==> config.mk <==
export PLATFORM = sky130hd
export DESIGN_NAME = cond_exec_ctrl
export DESIGN_NICKNAME = d
export VERILOG_FILES = /design/src/rtl/cond_exec_ctrl.sv
export SDC_FILE = /design/constraint.sdc
export NUM_CORES = 1
export LEC_CHECK = 0
export ABC_AREA = 0
export BUFFER_PORTS_ARGS = -buffer_cell sky130_fd_sc_hd__buf_2
export CAP_MARGIN = 5
export CORE_MARGIN = 10
export CORE_UTILIZATION = 39
export DETAILED_ROUTE_END_ITERATION = 8
export GPL_TIMING_DRIVEN = 1
export PLACE_DENSITY = 0.61
export SYNTH_ARGS = -nofsm -noshare
export SYNTH_HDL_FRONTEND = slang
export SYNTH_SLANG_ARGS = --single-unit
export TNS_END_PERCENT = 10
==> constraint.sdc <==
create_clock -name clk -period 4 [get_ports clk]
set_input_delay 1 -clock clk [delete_from_list [all_inputs] [get_ports clk]]
set_output_delay 1 -clock clk [all_outputs]
set_load 0.02 [all_outputs]
==> src/rtl/cond_exec_ctrl.sv <==
// Execute-stage conditional-execution controller: NZCV flag register, condition
// evaluation, write gating, wrong-path annul window and saturating perf counters.
module cond_exec_ctrl #(
  parameter int FLUSH_DEPTH = 2
) (
  input  logic        clk,
  input  logic        reset,
  input  logic        valid_e,
  input  logic        stall_e,
  input  logic [3:0]  cond_e,
  input  logic [3:0]  alu_flags,
  input  logic [1:0]  flag_write_e,
  input  logic        reg_write_e,
  input  logic        mem_write_e,
  input  logic        pc_src_e,
  input  logic        cnt_clr,
  output logic        reg_write,
  output logic        mem_write,
  output logic        pc_src,
  output logic        cond_ex,
  output logic        flush_fd,
  output logic        annul,
  output logic [3:0]  flags,
  output logic [15:0] exec_cnt,
  output logic [15:0] skip_cnt
);

  typedef enum logic {RUN = 1'b0, ANNUL = 1'b1} state_t;

  localparam logic [1:0] ACNT_INIT = 2'(FLUSH_DEPTH - 1);

  state_t      state_q, state_d;
  logic [1:0]  acnt_q, acnt_d;
  logic [3:0]  flags_q, flags_d;
  logic [15:0] exec_q, exec_d;
  logic [15:0] skip_q, skip_d;

  logic n, z, c, v;
  logic satisfied;
  logic live;

  assign {n, z, c, v} = flags_q;

  always_comb begin
    satisfied = 1'b0;
    case (cond_e)
      4'b0000: satisfied = z;
      4'b0001: satisfied = ~z;
      4'b0010: satisfied = c;
      4'b0011: satisfied = ~c;
      4'b0100: satisfied = n;
      4'b0101: satisfied = ~n;
      4'b0110: satisfied = v;
      4'b0111: satisfied = ~v;
      4'b1000: satisfied = c & ~z;
      4'b1001: satisfied = ~c | z;
      4'b1010: satisfied = (n == v);
      4'b1011: satisfied = (n != v);
      4'b1100: satisfied = ~z & (n == v);
      4'b1101: satisfied = z | (n != v);
      4'b1110: satisfied = 1'b1;
      default: satisfied = 1'b0;
    endcase
  end

  // Reset also kills the live term so nothing is gated through while it is held.
  assign annul     = (state_q == ANNUL);
  assign live      = valid_e & ~stall_e & ~annul & ~reset;
  assign cond_ex   = live & satisfied;
  assign reg_write = cond_ex & reg_write_e;
  assign mem_write = cond_ex & mem_write_e;
  assign pc_src    = cond_ex & pc_src_e;
  assign flush_fd  = pc_src;
  assign flags     = flags_q;
  assign exec_cnt  = exec_q;
  assign skip_cnt  = skip_q;

  always_comb begin
    state_d = state_q;
    acnt_d  = acnt_q;
    case (state_q)
      RUN: begin
        if (pc_src) begin
          state_d = ANNUL;
          acnt_d  = ACNT_INIT;
        end
      end
      ANNUL: begin
        if (!stall_e) begin
          if (acnt_q == 2'd0) state_d = RUN;
          else                acnt_d  = acnt_q - 2'd1;
        end
      end
      default: state_d = RUN;
    endcase
  end

  always_comb begin
    flags_d = flags_q;
    if (cond_ex && flag_write_e[1]) flags_d[3:2] = alu_flags[3:2];
    if (cond_ex && flag_write_e[0]) flags_d[1:0] = alu_flags[1:0];
  end

  always_comb begin
    exec_d = exec_q;
    skip_d = skip_q;
    if (cnt_clr) begin
      exec_d = 16'h0000;
      skip_d = 16'h0000;
    end else begin
      if (cond_ex && exec_q != 16'hFFFF)                 exec_d = exec_q + 16'd1;
      if (live && !satisfied && skip_q != 16'hFFFF)      skip_d = skip_q + 16'd1;
    end
  end

  always_ff @(posedge clk or posedge reset) begin
    if (reset) begin
      state_q <= RUN;
      acnt_q  <= 2'd0;
      flags_q <= 4'b0000;
      exec_q  <= 16'h0000;
      skip_q  <= 16'h0000;
    end else begin
      state_q <= state_d;
      acnt_q  <= acnt_d;
      flags_q <= flags_d;
      exec_q  <= exec_d;
      skip_q  <= skip_d;
    end
  end

endmodule

Word-level counts from Yosys, hierarchy flattened
Index checks and enable logic that the tools add are counted.
{"block": "totals", "reg_bits": 39, "output_inout_bits": 42, "word_cells": 72, "in_bits": 18}
{"block": "classes", "n_bitwise": 18, "n_addsub": 3, "n_mux": 13, "n_eq_ne": 21, "n_reduce_logical": 11}
{"cell": "16-bit two-way mux", "n": 4}
{"cell": "16-bit by 1-bit adder with 16-bit output (second input constant)", "n": 2}
{"cell": "16-bit inequality test (second input constant)", "n": 2}
{"cell": "4-bit equality test (second input constant)", "n": 7}
{"cell": "4-bit by 3-bit equality test with 1-bit output (second input constant)", "n": 4}
{"cell": "1-bit case mux with 15 select lines", "n": 1}
{"cell": "1-bit AND", "n": 9}
{"cell": "4-bit by 2-bit equality test with 1-bit output (second input constant)", "n": 2}
{"cell": "1-bit NOT", "n": 7}
{"cell": "2-bit two-way mux", "n": 3}
{"cell": "2-bit inequality test (second input constant)", "n": 3}
{"cell": "1-bit logical AND", "n": 5}
{"cell": "4-bit by 1-bit equality test with 1-bit output (second input constant)", "n": 1}
{"cell": "4-bit zero test", "n": 1}
{"cell": "2-bit case mux with 2 select lines", "n": 1}
{"cell": "2-bit nonzero test", "n": 2}
{"cell": "1-bit two-way mux", "n": 3}
{"cell": "3-bit AND reduction", "n": 1}
{"cell": "2-bit zero test", "n": 1}
{"cell": "1-bit OR", "n": 2}
{"cell": "1-bit case mux with 2 select lines", "n": 1}
{"cell": "2-bit by 1-bit subtractor with 2-bit output (second input constant)", "n": 1}
{"cell": "1-bit equality test", "n": 1}
{"cell": "1-bit zero test", "n": 1}
{"cell": "1-bit inequality test", "n": 1}

Logic depth before layout (Yosys ltp)
{"block": "logic_depth", "ltp_word": 8, "mapped_depth": 9, "depth_no_buf": 8}

Worst setup path after synthesis
Ideal clock, no wire load.
{"block": "synth_path", "path_type": "input to output", "startpoint": "input reset", "endpoint": "output pc_src", "arrival_time_ps": 2802, "required_ps": 3000, "path_buffers": 1, "path_slack_ps": 198, "path_stages": 6, "path_cell_list": "inv_1 and3_1 o21ai_4 inv_2 and2_4 buf_4"}
{"block": "synth_via", "elab_chain_cells": 4}
{"element": "from (decl)", "line": "7", "text": "input logic reset,"}
{"element": "1-bit NOT", "line": "68", "text": "assign live = valid_e & ~stall_e & ~annul & ~reset;"}
{"element": "1-bit AND", "line": "68"}
{"element": "1-bit AND", "line": "69", "text": "assign cond_ex = live & satisfied;"}
{"element": "named net cond_ex", "line": "20", "text": "output logic cond_ex,"}
{"element": "1-bit AND", "line": "72", "text": "assign pc_src = cond_ex & pc_src_e;"}
{"element": "to (decl)", "line": "19", "text": "output logic pc_src,"}
The timed path passes the listed nets, and every way through them passes these cells.

Worst setup path after layout
{"block": "layout_path", "startpoint": "input cond_e[0]", "endpoint": "output flush_fd"}
{"block": "layout_via", "elab_chain_cells": 4, "elab_cells_between_ends": 18, "classes_between": "eq/ne: 14; mux: 1; bitwise: 2; reduce/logical: 1"}
{"element": "from (decl)", "line": "10", "text": "input logic [3:0] cond_e,"}
{"element": "4-bit equality test, or another cell as far along", "line": "46", "text": "case (cond_e)"}
{"element": "1-bit case mux with 15 select lines (*)", "line": "46"}
{"element": "1-bit AND (*)", "line": "69"}
{"element": "1-bit AND (*)", "line": "72"}
{"element": "to (decl)", "line": "21", "text": "output logic flush_fd,"}
Mark *: on every way between the ends. The rest lies on a longest branch, timed or not.

==> impl_metrics.tcl <==
set metrics [dict create \
    outcome "finished clean" \
    final_common_cell "buf_2" \
    drt_pass1_iterations 4 \
    peakVddDrop_v 0.000196 \
    cts.clk_slew.worst_paths_ps 70 \
    yosysTopAreaCell "dfrtp_1" \
    ios 60 \
    netlist.area_leader.share_pct 41.1 \
    antenna_found_initial 0 \
    cts_resized 0 \
    synth_warnings 0 \
    ys_seq_area_share_pct 41.1 \
    cp-end-kind "output port" \
    worst_slack_ps 451 \
    relSlewSlack_pct 54.4 \
    syn2layout_area_growth_pct 19.0 \
    grt-ovfl-total 0 \
    rows 28 \
    grt_start_max_net_pins 37 \
    syn-mean-instance-area_um2 9.42 \
    die_w_um 98.0 \
    cts_setup_buffers 0 \
    cp-startpoint "cond_e[0]" \
    tns_ps 0 \
    required_ps 3000 \
    port_buffers 59 \
    hold_viol 0 \
    p_total_mw 1.02 \
    clock_latency_ps 290 \
    cts_max_path_buffers 2 \
    dp_hpwl_um 4490 \
    maxClockFrequency_mhz 282 \
    cts.sink_count 39 \
    syn-num-nets 273 \
    fill_cells 586 \
    die_h_um 98.0 \
    tightestPinTransition_ps 685 \
    cts_max_level 2 \
    cts_buffers 5 \
    cts_hold_buf 0 \
    final_cell_area_um2 2820 \
    wl_per_cell_um 15.3 \
    grt_setup_unrepaired "false" \
    core-area_um2 5920 \
    leakagePower_nw 1.32 \
    layout.cells.non_filler 387 \
    drt-initial-drc-count 64 \
    drv_cap 0 \
    num-nets-final 333 \
    ant_nets 0 \
    crit_type "in2out" \
    cp_max_fo 11 \
    syn_inst 252 \
    period_minus_slack_ps 3550 \
    gp_congestion 0.725 \
    worstSetupStartpointType "input port" \
    power.density_nw_per_um2 363 \
    drc_errors 0 \
    holdCritPathClass "reg2reg" \
    reg2reg_depth 8 \
    ys_ff_latch 39 \
    skew_ps 6.42 \
    synth_area_leaders "dfrtp_1, a21oi_1, nand3_1" \
    start_util_pct 40.1 \
    num_antenna_cells 0 \
    grt_usage_pct 12.6 \
    layout_common_cells "buf_2, dfrtp_1, nor2_1" \
    ys.flop_type "dfrtp_1" \
    clock-root-buffer "clkbuf_8" \
    r2r_start "flags[3]" \
    grt_pass1_wl_um 10300 \
    place_inst 380 \
    cts_tree "done" \
    grt_pass1_vias 2108 \
    drt-total-wl_um 5930 \
    hold_depth 1 \
    min_from "annul" \
    vias 2103 \
    die_area_um2 9610 \
    drv_slew 0 \
    ys_types 49 \
    synth-edff-count 0 \
    netlist_area_um2 2370 \
    viasPerCell 5.43 \
    critPathArrivalTime_ps 2550 \
    drive_above_1_share_pct 30.8 \
    dp_slack_ps 442 \
    report.final.setup_viol 0 \
    async_flop_share_pct 100 \
    reg2reg_slack_ps 1530 \
    fin_crit_sh_pct 88.7 \
    seq_area_um2 976 \
    multi_input_area_um2 1280 \
    dpl_cell_area_um2 2740 \
]
-- power by group --
group	switching [mW]	internal (mW)	leakage (nW)
clock network	0.138	0.135	0.0470
logic	0.166	0.114	0.738
registers	0.0431	0.428	0.535
total	0.348	0.677	1.32
-- through the flow --
| step | hold WS (ps) | utilization [%] |
|---|---|---|
| after global placement | 518 | 46.2 |
| final | 528 | 47.7 |
| after floorplan | 539 | - |
| after global routing | 559 | 47.7 |
| after CTS | 531 | 47.7 |
| after detailed placement | 514 | 46.2 |
-- worst paths after layout --
check	to
worst max register to register	skip_cnt[10]
worst max-delay path	flush_fd
min in group asynchronous	exec_cnt[14]
max in group asynchronous	flags[0]
worst min register to register	acnt_q[0]
worst min-delay path	acnt_q[0]
-- critical path, stage by stage --
cell and delay (ps):
buf_2 170, nand2b_1 170, o32ai_2 100, o311ai_2 370
o31ai_4 140, o21ai_4 170, inv_2 90, and2_4 170
buf_2 150
-- sequential cells by signal, indices dropped and copies added, names as in the netlist --
| register | flops |
|---|---|
| acnt_q | 2 |
| annul | 1 |
| exec_cnt | 16 |
| flags | 4 |
| skip_cnt | 16 |
-- synth_stat cells (2+ instances only) --
cell type,n
nand3_1,18
dfrtp_1,39
ha_1,3
clkbuf_1,5
nor3b_1,2
xnor2_1,10
o211ai_1,2
inv_1,12
and2_1,2
buf_6,2
nand2b_1,4
o31ai_1,7
nand4_1,3
a21bo_2,2
buf_2,3
or4_1,8
and3_1,10
a211oi_1,2
o21ai_0,9
and4_1,2
nor2b_1,4
nand2_1,14
a31oi_1,3
or3_1,6
nand3b_1,3
and2_4,2
mux2i_1,3
nor3_1,3
mux2_4,2
buf_4,2
a21o_1,3
nor3_2,3
a21oi_1,19
nor2_1,21
mux2_2,5
-- cell type report --
cell class | instances | share of cell area (%)
clock buffers | 6 | 2.92
clock inverters | 1 | 0.177
inverters | 13 | 1.73
multi-input cells | 188 | 45.2
flip-flops and latches | 39 | 34.6
well taps | 75 | 3.32
repair buffers | 65 | 12.1
-- routing by layer --
metal | share of wire, % | wire (um) | GRT usage, % | up-vias
li1 | - | - | - | 1027
met1 | 47 | 2790 | 15.6 | 1019
met4 | 0.17 | 10 | 3.02 | 0
met2 | 46 | 2710 | 20.3 | 55
met5 | 0 | 0 | 0 | -
met3 | 7.2 | 427 | 4.51 | 2
-- logic make-up (layout without fill, tap and decap cells) --
kind of cell / Yosys count / after routing / synth area share [%]
buffers and inverters: 25 / 85 / 5.06
adder cells (fa/ha/maj): 3 / 3 / 1.58
AO/OA/AOI/OAI: 55 / 55 / 16.2
flip-flops: 39 / 39 / 41.1
XOR/XNOR: 11 / 11 / 4.06
AND/OR/NAND/NOR: 109 / 109 / 27.0
multiplexers: 10 / 10 / 4.90
Note: power is estimated with default switching activity, not from simulation.
